[config.mk]
export PLATFORM = sky130hd
export DESIGN_NAME = icape_reboot_ctrl
export DESIGN_NICKNAME = d
export VERILOG_FILES = /design/src/rtl/icape_reboot_ctrl.sv
export SDC_FILE = /design/constraint.sdc
export NUM_CORES = 1
export LEC_CHECK = 0
export ABC_AREA = 1
export CAP_MARGIN = 10
export CORE_MARGIN = 4
export CORE_UTILIZATION = 46
export CTS_CLUSTER_SIZE = 25
export DETAILED_ROUTE_END_ITERATION = 12
export GPL_TIMING_DRIVEN = 0
export PLACE_DENSITY = 0.95
export SLEW_MARGIN = 40
export SYNTH_ARGS = -nofsm -noshare
export SYNTH_HDL_FRONTEND = slang
export SYNTH_SLANG_ARGS = --single-unit
[constraint.sdc]
create_clock -name i_clk -period 5.8 [get_ports i_clk]
set_input_delay 0.87 -clock i_clk [delete_from_list [all_inputs] [get_ports i_clk]]
set_output_delay 0.87 -clock i_clk [all_outputs]
set_load 0.01 [all_outputs]
[src/rtl/icape_reboot_ctrl.sv]
// icape_reboot_ctrl
//   Wishbone master that drives the ICAPE2 configuration slave. A boot request
//   writes the warm-boot start address to WBSTAR, leaves one idle bus cycle,
//   then writes IPROG to CMD. A status request reads one configuration
//   register and holds the value on o_status. Every bus transaction is guarded
//   by an ack timeout.
//
// Ports
//   i_clk, i_reset      clock, asynchronous active-high reset
//   i_boot_req          pulse: start WBSTAR write + IPROG (address on i_boot_addr)
//   i_stat_req          pulse: read STAT_ADDR into o_status
//   o_busy              high from acceptance until back in IDLE
//   o_done / o_err      one-cycle completion / timeout pulses
//   o_status            last value returned by a status read
//   o_wb_*              Wishbone master request side (cyc/stb/we/addr/data)
//   i_wb_ack/stall/data Wishbone slave response side
module icape_reboot_ctrl #(
  parameter int          LGTIMEOUT   = 12,
  parameter logic [4:0]  WBSTAR_ADDR = 5'h10,
  parameter logic [4:0]  CMD_ADDR    = 5'h04,
  parameter logic [31:0] IPROG_CMD   = 32'h0000_000f,
  parameter logic [4:0]  STAT_ADDR   = 5'h16
) (
  input  logic        i_clk,
  input  logic        i_reset,
  input  logic        i_boot_req,
  input  logic [31:0] i_boot_addr,
  input  logic        i_stat_req,
  output logic        o_busy,
  output logic        o_done,
  output logic        o_err,
  output logic [31:0] o_status,
  output logic        o_wb_cyc,
  output logic        o_wb_stb,
  output logic        o_wb_we,
  output logic [4:0]  o_wb_addr,
  output logic [31:0] o_wb_data,
  input  logic        i_wb_ack,
  input  logic        i_wb_stall,
  input  logic [31:0] i_wb_data
);

  typedef enum logic [2:0] {
    S_IDLE, S_WSTAR, S_GAP, S_WCMD, S_RSTAT, S_FINISH
  } state_t;

  state_t               state_q, state_d;
  logic [LGTIMEOUT-1:0] tmo_q, tmo_d;
  logic                 cyc_q, cyc_d;
  logic                 stb_q, stb_d;
  logic                 we_q, we_d;
  logic [4:0]           addr_q, addr_d;
  logic [31:0]          data_q, data_d;
  logic [31:0]          status_q, status_d;
  logic                 busy_q, busy_d;
  logic                 done_q, done_d;
  logic                 err_q, err_d;

  logic ack_ok;
  logic tmo_hit;

  // Acks only count inside a cycle; an ack on the terminal count still wins.
  assign ack_ok  = cyc_q && i_wb_ack;
  assign tmo_hit = cyc_q && !i_wb_ack && (tmo_q == '1);

  always_comb begin
    state_d  = state_q;
    tmo_d    = tmo_q;
    cyc_d    = cyc_q;
    stb_d    = stb_q;
    we_d     = we_q;
    addr_d   = addr_q;
    data_d   = data_q;
    status_d = status_q;
    done_d   = 1'b0;
    err_d    = 1'b0;

    // Exactly one request per transaction: drop stb once the slave takes it.
    if (stb_q && !i_wb_stall) stb_d = 1'b0;
    if (cyc_q) tmo_d = tmo_q + 1'b1;

    case (state_q)
      S_IDLE: begin
        if (i_boot_req) begin
          state_d = S_WSTAR;
          cyc_d   = 1'b1;
          stb_d   = 1'b1;
          we_d    = 1'b1;
          addr_d  = WBSTAR_ADDR;
          data_d  = i_boot_addr;
          tmo_d   = '0;
        end else if (i_stat_req) begin
          state_d = S_RSTAT;
          cyc_d   = 1'b1;
          stb_d   = 1'b1;
          we_d    = 1'b0;
          addr_d  = STAT_ADDR;
          data_d  = '0;
          tmo_d   = '0;
        end
      end
      S_WSTAR, S_WCMD, S_RSTAT: begin
        if (ack_ok) begin
          cyc_d = 1'b0;
          stb_d = 1'b0;
          if (state_q == S_RSTAT) status_d = i_wb_data;
          if (state_q == S_WSTAR) begin
            state_d = S_GAP;
          end else begin
            state_d = S_FINISH;
            done_d  = 1'b1;
          end
        end else if (tmo_hit) begin
          cyc_d   = 1'b0;
          stb_d   = 1'b0;
          err_d   = 1'b1;
          state_d = S_IDLE;
        end
      end
      // One cycle with cyc low so the slave retires the WBSTAR request.
      S_GAP: begin
        state_d = S_WCMD;
        cyc_d   = 1'b1;
        stb_d   = 1'b1;
        we_d    = 1'b1;
        addr_d  = CMD_ADDR;
        data_d  = IPROG_CMD;
        tmo_d   = '0;
      end
      S_FINISH: state_d = S_IDLE;
      default:  state_d = S_IDLE;
    endcase

    busy_d = (state_d != S_IDLE);
  end

  always_ff @(posedge i_clk or posedge i_reset) begin
    if (i_reset) begin
      state_q  <= S_IDLE;
      tmo_q    <= '0;
      cyc_q    <= 1'b0;
      stb_q    <= 1'b0;
      we_q     <= 1'b0;
      addr_q   <= '0;
      data_q   <= '0;
      status_q <= '0;
      busy_q   <= 1'b0;
      done_q   <= 1'b0;
      err_q    <= 1'b0;
    end else begin
      state_q  <= state_d;
      tmo_q    <= tmo_d;
      cyc_q    <= cyc_d;
      stb_q    <= stb_d;
      we_q     <= we_d;
      addr_q   <= addr_d;
      data_q   <= data_d;
      status_q <= status_d;
      busy_q   <= busy_d;
      done_q   <= done_d;
      err_q    <= err_d;
    end
  end

  assign o_busy    = busy_q;
  assign o_done    = done_q;
  assign o_err     = err_q;
  assign o_status  = status_q;
  assign o_wb_cyc  = cyc_q;
  assign o_wb_stb  = stb_q;
  assign o_wb_we   = we_q;
  assign o_wb_addr = addr_q;
  assign o_wb_data = data_q;

endmodule

==> run metrics, run 1 <==
initial antenna violation count 0; routed vias 2,838; gr usage total 0.203; post-CTS sizing 0; Worst R2R End o_status[19]; CTS clk-pin slew, worst paths 0.08 ns; Post-Route WL 8990 um; Async SR Flop Fraction 1.00; skew final 0.0165 ns; post-route ant nets 0; crit share post-route 0.374; post-synthesis cell type count 30; CTS H-tree depth 3; pwr/cell area about 220 mW/mm^2; n_diodes 0; # clock sinks between 80 and 90; drt via density 5.06; CP Class input pin to register; Layout Area Growth over Synthesis 50.9%; CTS tree done; Synth Instances about 300; placed instance area 0.00512 sq mm; syn avg cell area 11.7 sq um; Post-synth top cells dfrtp_1 (88), nand2_1 (43), mux2_2 (30), a22o_1 (28), inv_1 (24); Simple-Gate Fraction of Synth Area 0.107; Synth Area in Compound Gates 0.109; largest family of logic cells by synthesized area compound AO/OA/AOI/OAI gates; clk buf depth 2; P_leak 2.60 nW; DP Wirelength just under 7000 um; status completed; Critical Path AT between 2 and 2.5 ns; Row Count 31; dpl cells 546; Worst setup EP type register; Clk Latency, worst-skew pair approximately 0.35 ns; hold_sp o_wb_addr[4]; Remaining DRCs 0; Max Freq roughly 460 MHz; CTS Buf Count 9; Yosys top cell area share 0.623; clock root cell clkbuf_8; RSZ-0062 raised after global routing false; post-synthesis mux area share 0.102; Yosys top cell by area dfrtp_1; register area share after synthesis 0.623; nets@finish 529; PortBufs 142; width of the chip 95.7 um; Iteration-0 DRC Markers 79; reg-to-reg slack, setup 4.23 ns; slew at the pin closest to its max-slew limit 0.636 ns; first-pass GRT wire length between 10,000 and 15,000 um; R2R Path Start o_wb_cyc; number of placed I/O pins 145; Crit Path Max Fanout 10; Max VDD drop 0.124 mV; Post-CTS Setup Repair Bufs 0; most area-consuming cells after synthesis dfrtp_1 (62%), mux2_2 (9.6%), a22o_1 (6.9%); Final min period 2.17 ns; Req. time, crit path 6.02 ns; Max Slew Vio Count 0; routability cong. 0.830; total core area 0.00737 sq mm; die area 0.00916 sq mm; hold slack final 0.487 ns; Slew headroom 0.572; largest net degree at the start of global routing 57; Starting Density 0.480; Finished Cell Area approximately 0.0053 sq mm; Yosys warnings 0; max cap viols 0; fin cells 561; final setup fails 0; Hold/Removal Path Class register to register; total negative setup slack 0 ns; Post-CTS Hold Fix Bufs 0; number of flops mapped to enable cells by yosys 0; reg2reg path depth 5; WL/cell about 16 um; Synth Cell Area 0.00354 sq mm; Remaining Overflow, GRT 0; post-synthesis adder-cell area fraction 0.00354; Hold Vio Cnt, Final 0; die span in y ~96 um; count leader, synth dfrtp_1; Synth Flop Type dfrtp_1; 1st-pass router iterations 4; XOR/XNOR Fraction of Synth Area 0.00495; Hold Crit Depth 2; Hold Path Sink o_wb_addr[4]; Synth Register Bits 88; number of global-route vias before repair 3,077; CP Launch Type input pin; layout cells sized above 1 0.147
## critical path: stages
cell             delay (ns)
clkdlybuf4s50_1        0.50
nand2_1                0.15
inv_1                  0.12
nand4_2                0.16
buf_2                  0.26
mux2_1                 0.33
## layout by cell type (no fill, tap or decap), types with 2 or more instances in the layout
cell type and n:
clkbuf_8 10, a21oi_1 12, buf_2 8, nand2_2 2
mux2_2 30, o21ai_1 6, buf_4 2, nor3_1 6
inv_1 23, a31o_2 2, o21ai_0 2, clkdlybuf4s50_1 142
buf_6 2, inv_2 2, conb_1 2, mux2_1 2
a22o_1 28, bufinv_16 2, dfrtp_1 88, nor2_1 22
nand3_1 9, nand4_1 2, nand2_1 43
## cell type report
cell class / count / area [sq um]
Sequential cell: 88 / 2200
Fill cell: 539 / 2030
Timing Repair Buffer: 143 / 1450
Multi-Input combinational cell: 177 / 1160
Clock buffer: 10 / 138
Tap cell: 99 / 124
Inverter: 26 / 103
Clock inverter: 5 / 81.3
Buffer: 13 / 81.3
## metrics by stage
step	setup slack (ns)	power [mW]	utilization
after global routing	3.54	1.24	0.724
after detailed placement	3.27	0.748	0.695
final	3.63	1.19	0.724
after CTS	3.62	1.20	0.724
after global placement	1.51	0.743	0.690
after floorplan	2.65	0.668	-
## where the power goes
group / total (mW) / switching (mW) / internal, mW
Sequential: 0.631 / 0.00695 / 0.624
Combinational: 0.104 / 0.0349 / 0.0696
Clock: 0.458 / 0.206 / 0.252
## metal layers
metal | vias up | global-route usage | share of wire
met1 | 1381 | 0.227 | 0.38
li1 | 1337 | - | -
met2 | 110 | 0.369 | 0.54
met4 | 0 | 0.0664 | 0.015
met5 | - | 0 | 0
met3 | 10 | 0.0602 | 0.065
## registers in the layout (all words and copies together), names as in the netlist
| register | count |
|---|---|
| o_wb_stb | 1 |
| o_done | 1 |
| o_wb_we | 1 |
| o_wb_data | 32 |
| state_q | 3 |
| o_wb_cyc | 1 |
| o_err | 1 |
| tmo_q | 12 |
| o_busy | 1 |
| o_status | 32 |
| o_wb_addr | 3 |
## cells by family (layout without fill, tap and decap cells)
kind of cell	Yosys count	after routing
compound gates	53	53
mux	32	32
flops	88	88
buf+inv	39	197
other cells	1	2
xor+xnor	2	2
fa+ha+maj	1	1
simple gates	87	87
## worst max-delay path by stage
stage	startpoint	endpoint	slack, ns
final	i_wb_ack	o_status[23]	3.63
after global routing	i_wb_ack	o_status[24]	3.54
after CTS	o_wb_stb	o_wb_stb	3.62
after detailed placement	i_wb_ack	o_status[23]	3.27
after global placement	i_reset	o_wb_data[30]	1.51
after floorplan	i_reset	o_busy	2.65
(Power assumes the default switching activity.)
==> run 2: changes to the inputs <==
--- a/config.mk
+++ b/config.mk
@@ -8,11 +8,11 @@
 export ABC_AREA = 1
 export CAP_MARGIN = 10
 export CORE_MARGIN = 4
-export CORE_UTILIZATION = 46
+export CORE_UTILIZATION = 39
 export CTS_CLUSTER_SIZE = 25
 export DETAILED_ROUTE_END_ITERATION = 12
 export GPL_TIMING_DRIVEN = 0
-export PLACE_DENSITY = 0.95
+export PLACE_DENSITY = 0.87
 export SLEW_MARGIN = 40
 export SYNTH_ARGS = -nofsm -noshare
 export SYNTH_HDL_FRONTEND = slang
==> constraint.sdc (replaced) <==
create_clock -name i_clk -period 1.81 [get_ports i_clk]
set_input_delay 0.2715 -clock i_clk [delete_from_list [all_inputs] [get_ports i_clk]]
set_output_delay 0.2715 -clock i_clk [all_outputs]
set_load 0.01 [all_outputs]
==> run 2 against run 1 <==
  * Sequential cell count did not move
  * Non-clock buffer count up 3
  * Worst setup slack worse by 3.4 ns
  * Critical path type is now register to register
  * Highest routed layer unchanged
==> run metrics, run 2 (synthesis gave the netlist of run 1 again) <==
status completed; Max Freq 630 MHz; n_diodes 0; slowest CP cell dfrtp_1; WL/cell about 16 um; crit share post-route 0.877; CP Class register to register; Post-Route WL 8990 um; Worst setup EP type register; max cap viols 0; Starting Density 0.404; Req. time, crit path 2.02 ns; CTS clk-pin slew, worst paths 0.09 ns; number of placed I/O pins 145; total core area 0.00876 sq mm; final setup fails 0; CP bufs+invs 2; hold slack final 0.208 ns; CTS H-tree depth 3; first-pass GRT wire length 14,300 um; Post-CTS Setup Repair Bufs 0; CTS Buf Count 9; CTS tree done; 1st-pass router iterations 4; slew at the pin closest to its max-slew limit slightly above 0.6 ns; die area 0.0107 sq mm; Final min period approximately 1.6 ns; clock root cell clkbuf_8; PortBufs roughly 140; Slew headroom 0.583; RSZ-0062 raised after global routing false; width of the chip between 100 and 150 um; number of global-route vias before repair 3,062; Post-CTS Hold Fix Bufs 0; routability cong. 0.858; skew final 0.0116 ns; Crit Path Max Fanout 10; post-CTS sizing 0; pwr/cell area 713 mW/mm^2; Row Count 34; # fillers 718; routed vias 2,763; P_leak between 2 and 3 nW; Register Area approximately 0.0022 sq mm; CP top delay family flip-flops; DP Wirelength 7090 um; critical-path cell list nand2_1, inv_1, nand4_2, buf_2, mux2_2; multi-input gate area in the final layout 0.00116 sq mm; post-route ant nets 0; Clk Latency, worst-skew pair 0.33 ns; die span in y 103 um; Iteration-0 DRC Markers between 70 and 80; Layout Area Growth over Synthesis 53.4%; # clock sinks 88; Critical Path AT roughly 1.8 ns; Remaining DRCs 0; most frequent cells in the layout clkdlybuf4s50_1 (142), dfrtp_1 (88), nand2_1 (43); Finished Core Util 0.619; pre-CTS setup slack -0.113 ns; most common cell after layout, fill and taps aside clkdlybuf4s50_1; Hold Vio Cnt, Final 0; Max VDD drop 0.378 mV; Final WS setup 0.222 ns; gr usage total 0.171; largest net degree at the start of global routing 29; Remaining Overflow, GRT 0; clk buf depth 2; drt via density 4.81; Max Slew Vio Count 0; Hold/Removal Path Class input pin to asynchronous set/reset pin; Largest stage delay, worst path between 0.4 and 0.5 ns; initial antenna violation count 0; nets@finish 532; CP Launch Type register; layout cells sized above 1 0.150
run 2: power by group:
part           internal (mW)  switching (mW)  leakage [nW]  total [mW]
sequential              2.00          0.0217          1.15        2.02
clock                  0.823           0.671         0.111        1.49
combinational          0.239           0.115          1.37       0.354
run 2: final cells by class:
type | instances | area share
Buffer | 13 | 0.0150
Clock buffer | 12 | 0.0267
Clock inverter | 4 | 0.0143
Inverter | 26 | 0.0187
Multi-Input combinational cell | 177 | 0.214
Sequential cell | 88 | 0.406
Tap cell | 108 | 0.0249
Timing Repair Buffer | 146 | 0.281
run 2: per-layer routing:
metal / share of wire / GRT usage / routed length [um]
met1: 0.40 / 0.202 / 3570
met2: 0.54 / 0.307 / 4840
met3: 0.059 / 0.0389 / 529
met4: 0.0057 / 0.0558 / 51
met5: 0 / 0 / 0
run 2: through the flow:
step                      power, mW  std cells  TNS [ns]  cell area (sq um)
after detailed placement       2.42        558     -2.25               5200
after global placement         2.38        554    -33.71               5100
after floorplan                2.14        304         0               3540
after CTS                      3.93        574         0               5430
final                          3.87        574         0               5430
after global routing           4.03        574         0               5430
run 2: worst reg2reg max path, stage by stage (launching register included):
cell     delay [ns]
dfrtp_1        0.42
nand2_1        0.18
inv_1          0.09
nand4_2        0.14
buf_2          0.28
mux2_2         0.37
run 2: worst paths after layout:
kind,from,to,slack (ns),cells after the start
worst max-delay path,o_wb_cyc,o_status[22],0.22,5
worst max register to register,o_wb_cyc,o_status[22],0.22,5
max in group asynchronous,i_reset,o_wb_data[28],0.90,5
min in group i_clk,o_status[23],o_status[23],0.51,1
worst min-delay path,i_reset,o_status[16],0.21,2
worst min register to register,o_status[23],o_status[23],0.51,1
